--- src/rtl/trace_trigger.sv ---
// Trace buffer qualifier: forwards probe samples while armed, applies a masked-compare
// trigger, then counts down a post-trigger window before stopping capture.
module trace_trigger #(
    parameter int width = 64,
    parameter int cntw  = 16
) (
    input  logic             CLK,
    input  logic             RST,
    input  logic             in_valid,
    input  logic [width-1:0] in_data,
    input  logic             arm,
    input  logic             abort,
    input  logic [width-1:0] match_value,
    input  logic [width-1:0] match_mask,
    input  logic [cntw-1:0]  post_count,
    input  logic             change_only,
    output logic             trace_enable,
    output logic [width-1:0] trace_data,
    output logic             armed,
    output logic             triggered,
    output logic             done,
    output logic [cntw-1:0]  trig_offset
);

    // state | meaning
    // IDLE  | not capturing; samples ignored until arm
    // ARMED | forwarding pre-trigger history, watching for a hit
    // POST  | trigger seen; forwarding the post-trigger window
    // DONE  | window complete; status held until next arm
    typedef enum logic [1:0] {IDLE, ARMED, POST, DONE} state_t;

    localparam logic [cntw-1:0] one = cntw'(1);

    state_t             state, state_nxt;
    logic [cntw-1:0]    remaining;
    logic [width-1:0]   last;
    logic               have_last;
    logic               q, hit;
    logic               fwd, restart, set_trig, load_post, dec_post, set_done, inc_off;

    assign q   = in_valid & (~change_only | ~have_last | (in_data != last));
    assign hit = q & (((in_data ^ match_value) & match_mask) == '0);

    assign armed = (state == ARMED);

    always_ff @(posedge CLK or posedge RST) begin
        if (RST) state <= IDLE;
        else     state <= state_nxt;
    end

    // abort outranks arm, which outranks any sample activity
    always_comb begin
        state_nxt = state;
        fwd       = 1'b0;
        restart   = 1'b0;
        set_trig  = 1'b0;
        load_post = 1'b0;
        dec_post  = 1'b0;
        set_done  = 1'b0;
        inc_off   = 1'b0;
        if (abort && state != IDLE) begin
            state_nxt = IDLE;
        end else if (arm) begin
            state_nxt = ARMED;
            restart   = 1'b1;
        end else begin
            case (state)
                ARMED: begin
                    if (hit) begin
                        fwd       = 1'b1;
                        set_trig  = 1'b1;
                        load_post = 1'b1;
                        if (post_count <= one) begin
                            state_nxt = DONE;
                            set_done  = 1'b1;
                        end else begin
                            state_nxt = POST;
                        end
                    end else if (q) begin
                        fwd     = 1'b1;
                        inc_off = 1'b1;
                    end
                end
                POST: begin
                    if (q) begin
                        fwd      = 1'b1;
                        dec_post = 1'b1;
                        if (remaining == one) begin
                            state_nxt = DONE;
                            set_done  = 1'b1;
                        end
                    end
                end
                default: ;
            endcase
        end
    end

    always_ff @(posedge CLK or posedge RST) begin
        if (RST) begin
            trace_enable <= 1'b0;
            trace_data   <= '0;
            last         <= '0;
            have_last    <= 1'b0;
            remaining    <= '0;
            triggered    <= 1'b0;
            done         <= 1'b0;
            trig_offset  <= '0;
        end else begin
            trace_enable <= fwd;
            if (fwd) begin
                trace_data <= in_data;
                last       <= in_data;
                have_last  <= 1'b1;
            end
            if (restart) begin
                triggered   <= 1'b0;
                done        <= 1'b0;
                trig_offset <= '0;
                have_last   <= 1'b0;
            end
            if (set_trig)  triggered <= 1'b1;
            if (set_done)  done      <= 1'b1;
            if (load_post) remaining <= post_count - one;
            if (dec_post)  remaining <= remaining - one;
            if (inc_off && trig_offset != '1) trig_offset <= trig_offset + one;
        end
    end

endmodule

--- config.mk ---
export PLATFORM = sky130hd
export DESIGN_NAME = trace_trigger
export DESIGN_NICKNAME = d
export VERILOG_FILES = /design/src/rtl/trace_trigger.sv
export SDC_FILE = /design/constraint.sdc
export NUM_CORES = 1
export LEC_CHECK = 0
export ABC_CLOCK_PERIOD_IN_PS = 4000
export BUFFER_PORTS_ARGS = -buffer_cell sky130_fd_sc_hd__buf_2
export CAP_MARGIN = 20
export CORE_MARGIN = 4
export CORE_UTILIZATION = 48
export DETAILED_ROUTE_END_ITERATION = 16
export GPL_ROUTABILITY_DRIVEN = 0
export PLACE_DENSITY = 0.81
export REMOVE_ABC_BUFFERS = 1
export SYNTH_ARGS = -nofsm -noshare
export SYNTH_HDL_FRONTEND = slang
export SYNTH_SLANG_ARGS = --single-unit
export TNS_END_PERCENT = 20
--- constraint.sdc ---
create_clock -name CLK -period 4 [get_ports CLK]
set_input_delay 1 -clock CLK [delete_from_list [all_inputs] [get_ports CLK]]
set_output_delay 1 -clock CLK [all_outputs]
set_load 0.01 [all_outputs]
; ---- After elaboration in Yosys (flattened, before gate mapping)
; Cells that the tools add are included.
[op_classes]
n_lt_le_gt_ge = 1
reduce_logical = 11
eq_ne = 8
add_sub_neg = 3
n_bitwise = 8
muxes = 41
[ops]
columns = op, n
row1 = bitwise AND 64 bit, 1
row2 = logical NOT 64 bit, 1
row3 = 2-to-1 mux 16 bit, 4
row4 = != test 64 bit, 1
row5 = XOR 64 bit, 1
row6 = subtractor 16 x 1 -> 16 bit (second input constant), 2
row7 = 2-to-1 mux 1 bit, 29
row8 = adder 16 x 1 -> 16 bit (second input constant), 1
row9 = == test 16 x 1 -> 1 bit (second input constant), 1
row10 = <= comparator 16 x 1 -> 1 bit (second input constant), 1
row11 = != test 16 bit (second input constant), 1
row12 = nonzero test 2 bit, 6
row13 = 2-to-1 mux 2 bit, 5
row14 = != test 4 bit (second input constant), 2
row15 = != test 4 x 2 -> 1 bit (second input constant), 1
row16 = one-hot mux 1 bit (2 select lines), 2
row17 = one-hot mux 2 bit (2 select lines), 1
row18 = AND reduction 4 bit, 1
row19 = nonzero test 4 bit, 1
row20 = bitwise AND 1 bit, 2
row21 = == test 2 x 1 -> 1 bit (second input constant), 1
row22 = == test 2 bit (second input constant), 1
row23 = logical AND 1 bit, 2
row24 = inverter 1 bit, 2
row25 = bitwise OR 1 bit, 2
[totals]
out_inout_bits = 84
reg_bits = 102

; ---- Depth between registers and ports, before layout
[logic_depth]
depth_word = 11
depth_mapped = 11
ltp_nobuf = 9

; ---- Worst setup path before layout
; OpenSTA, ideal clock, no wires.
[synth_path]
path_type = input to register
start = in in_data[2]
end = reg last[41]
path_slack_ns = 0.645
arrival_ns = 3.228
required_time_ns = 3.872
cell_stages = 9
n_path_buf = 2
setup_ns = 0.128
cell_sequence = xnor2_1 o221ai_1 or4_1 or4_4 o21a_4 nand4_2 buf_6 buf_6 mux2_1
[synth_between]
elab_chain_cells = 8
elab_cells_between_ends = 12
classes_between = eq/ne (1) / mux (5) / bitwise (5) / reduce/logical (1)
[synth_lines]
columns = item, line
row1 = from (decl), 10  ; input logic [width-1:0] in_data,
row2 = != test 64 bit or XOR 64 bit (tied branches), "41, 42"
row3 = bitwise OR 1 bit or bitwise AND 64 bit (tied branches), "41, 42"
row4 = bitwise AND 1 bit or logical NOT 64 bit (tied branches), "41, 42"
row5 = 2-to-1 mux 1 bit or bitwise AND 1 bit (tied branches), "79, 85, 42"
row6 = 2-to-1 mux 1 bit, 69  ; if (hit) begin
row7 = one-hot mux 1 bit (2 select lines) *, 67  ; case (state)
row8 = 2-to-1 mux 1 bit *, 63  ; end else if (arm) begin
row9 = 2-to-1 mux 1 bit *, 61  ; if (abort && state != IDLE) begin
row10 = to (signal assigned), 113  ; last <= in_data;
row11 = to (decl), 36  ; logic [width-1:0] last;
; Every way passes the cells marked *; elsewhere a longest branch is shown, timed or not.
; A chain may end at the register's enable or synchronous reset.

; ---- Final worst setup path
[layout_path]
start = in in_data[2]
end = reg last[10]
; Same word-level chain as after synthesis.

==> summary.md <==
| Metric | Value |
|---|---|
| IO Port Bufs | 297 |
| Highest metal used | met4 |
| Flop pwr share | 0.392 |
| Num CTS Buffers | 9 |
| CP cell instances | buf_2 > xnor2_1 > o221ai_1 > or4_1 > or4_4 > o21a_4 > nand4_4 > buf_12 > mux2_2 |
| Power Density | 537 mW/mm2 |
| Hold Path Depth | 1 |
| Clock Power Share | 0.188 |
| Antenna violations before repair | 2 |
| Crit path buf inv count | 2 |
| Post-synth EDFFs | 0 |
| DR DRC count | 0 |
| Slew Limit Fails | 0 |
| Worst-margin pin slew | 0.915 ns |
| Die W | 126 um |
| Clock transition at path regs | 0.07 ns |
| Setup crit end kind | register |
| Share of cells above drive strength 1 | 0.401 |
| Final hold violations | 0 |
| Maximum net fanout on the critical path | 29 |
| Final total power | 4.65 mW |
| Fraction of the yosys area taken by sequential cells | 0.384 |
| Crit path DAT | 3.60 ns |
| CTS Sinks | 102 |
| DR pass1 iterations | 5 |
| I/O Pins | 298 |
| Initial Utilization | 0.496 |
| H-tree levels | 3 |
| Die Ht | 126 um |
| Setup tns final | 0 ns |
| Seq cells post-synth | 102 |
| Tcrit/Tclk final | 0.841 |
| RSZ-0062 raised after global routing | false |
| Num rows | 42 |
| Max-cap violations | 0 |
| Max clock buf depth | 2 |
| Core Box Area | 0.0134 mm2 |
| Wirelength per Cell | 18.6 um |
| Post-route cell area | 0.00866 mm2 |
| Status | finished, final reports clean |
| Final ANT Viol Nets | 0 |
| Post CTS Setup Buffer Count | 0 |
| Hold Crit Class | reg2reg |
| Root Buffer | clkbuf_16 |
| Pin count of the biggest net entering global routing | 37 |
| Tot GR Track Use | 0.265 |
| Clock Skews | 0.0108 ns |
| Post-CTS Resized | 0 |
| CP delay by family, top | simple AND/OR/NAND/NOR gates |
| Unique masters post-synth | 62 |
| Vias in the first global route | 6481 |
| TritonCTS clock tree | done |
| Layout area overhead | 30.2% |
| Post-synth ARST share | 1.00 |
| Clock insertion delay at the later pin of the skew report | 0.35 ns |
| First-pass GRT wire length | 33100 um |
| Max frequency | 0.297 GHz |
| Critical Path Stages | 9 |
| WS Path Type | in2reg |
| CP peak stage delay | 0.57 ns |
| Setup Viol. Count Final | 0 |
| Worst reg-to-reg path cell count | 10 |
| Die area | 0.0158 mm2 |
| Detailed Place HPWL | 17700 um |
| Leak Pwr | 4.31 nW |
| Post-Route WL | 21400 um |
| Met1 WL | 8080 um |
| CP max stage cell | or4_4 |
| Switching pwr | 1.80 mW |
| Iter 0 DRT Violations | 419 |
| Synth Flop Type | dfrtp_1 |
| Yosys warnings | 0 |
| Area of the mapped netlist | 0.00665 mm2 |
| Sw Share | 0.387 |
| Post-DP Area | 0.00837 mm2 |
| # fillers | 1160 |
| Startpoint class of the critical path | primary input |
| CP required | 4.24 ns |
| Vias post-DR | 6326 |
| Relative slew slack | 0.374 |
| Syn avg cell area | 10.0 um2 |
| Gate power share | 0.420 |
| GRT Residual Overflow | 0 |
| Peak supply drop | 0.000330 V |
| Met3 routed WL | 1250 um |
| Cells after synthesis | 664 |
| Fin crit period | 3.36 ns |
| Post-CTS Hold Fix Bufs | 0 |
| Final core occ | 0.646 |
| Internal Power | 2.85 mW |
| Drt via density | 5.50 |
| Nets | 1191 |
| Routed met2 length | 11300 um |
Yosys cell counts (9+ instances only):
library cell	count	area share
nor3_1	20	0.015
xnor2_1	19	0.025
nor4_1	19	0.018
nand4_1	13	0.012
mux2_2	48	0.081
xor2_1	109	0.14
a22oi_1	34	0.038
a21o_1	11	0.012
dfrtp_1	102	0.38
inv_1	24	0.014
a21oi_1	13	0.0098
nor2_1	23	0.013
o21ai_0	32	0.024
nand3_1	14	0.011
nand2_1	50	0.028
a211o_1	9	0.012
metal layers:
layer | up-vias | track usage
met5 | - | 0
met4 | 0 | 0.101
met3 | 42 | 0.0614
met2 | 218 | 0.480
met1 | 3042 | 0.301
li1 | 3024 | -
cell families after synthesis:
group	Yosys count	synth area share
AND/OR/NAND/NOR	182	0.144
AO/OA/AOI/OAI	142	0.157
XOR/XNOR	128	0.169
flip-flops	102	0.384
multiplexers	58	0.0976
buffers and inverters	44	0.0346
adder cells (fa/ha/maj)	8	0.0151
layout by cell type, fill, tap and decap left out, types with 3 or more instances in the layout:
| cell | count |
|---|---|
| mux2_2 | 48 |
| clkbuf_16 | 9 |
| nand3_1 | 14 |
| or3_1 | 7 |
| clkinvlp_4 | 3 |
| nor4_1 | 19 |
| nand2_1 | 50 |
| inv_2 | 3 |
| a32o_1 | 5 |
| mux2_1 | 7 |
| nor3b_1 | 7 |
| and3_1 | 4 |
| buf_2 | 297 |
| xnor2_1 | 19 |
| inv_1 | 23 |
| ha_1 | 8 |
| or4_1 | 4 |
| o22ai_1 | 4 |
| or2_2 | 3 |
| buf_4 | 11 |
| o31ai_1 | 3 |
| mux2i_1 | 3 |
| nor2b_1 | 4 |
| xor2_1 | 109 |
| a21oi_1 | 13 |
| a211o_1 | 9 |
| a22o_1 | 3 |
| o2bb2ai_1 | 5 |
| a211oi_1 | 3 |
| a21o_1 | 11 |
| nor2_1 | 23 |
| a22oi_1 | 34 |
| nand2b_1 | 7 |
| nand4_1 | 13 |
| dfrtp_1 | 102 |
| nor3_1 | 20 |
| o21ai_0 | 32 |
through the flow:
step	hold slack (ns)	setup WS, ns	instances
final	0.485	0.636	1151
after CTS	0.484	0.641	1149
after floorplan	0.447	-0.0299	648
after global placement	0.458	0.316	1134
after global routing	0.512	0.590	1151
after detailed placement	0.467	0.282	1134
sequential cells by signal (all words and copies together) (netlist names):
name and count:
state 2, last 64, triggered 1, trace_enable 1
done 1, have_last 1, trig_offset 16, remaining 16
worst paths after layout:
path	from	to	slack [ns]
max in group asynchronous	RST	last[19]	2.51
min in group asynchronous	RST	trig_offset[6]	0.66
hold reg to reg	triggered	triggered	0.49
setup / recovery	in_data[2]	last[10]	0.64
setup reg to reg	trig_offset[0]	trig_offset[10]	0.99
hold / removal	triggered	triggered	0.49
cell type report:
class,count,area [um2],area share
Clock inverter,5,61.3,0.00708
Tap cell,176,220,0.0254
Antenna cell,2,5.00,0.000578
Clock buffer,10,229,0.0264
Inverter,28,108,0.0124
Timing Repair Buffer,310,1610,0.186
Sequential cell,102,2550,0.295
Multi-Input combinational cell,518,3880,0.448
power by group through the flow:
| stage | Clock, mW | Combinational [mW] | Sequential (mW) |
|---|---|---|---|
| after floorplan | 0 | 0.975 | 1.93 |
| final | 0.874 | 1.95 | 1.82 |
| after detailed placement | 0 | 1.96 | 1.83 |
| after global routing | 0.930 | 2.13 | 1.89 |
| after CTS | 0.891 | 1.97 | 1.82 |
| after global placement | 0 | 1.91 | 1.81 |
(Power assumes the default switching activity.)
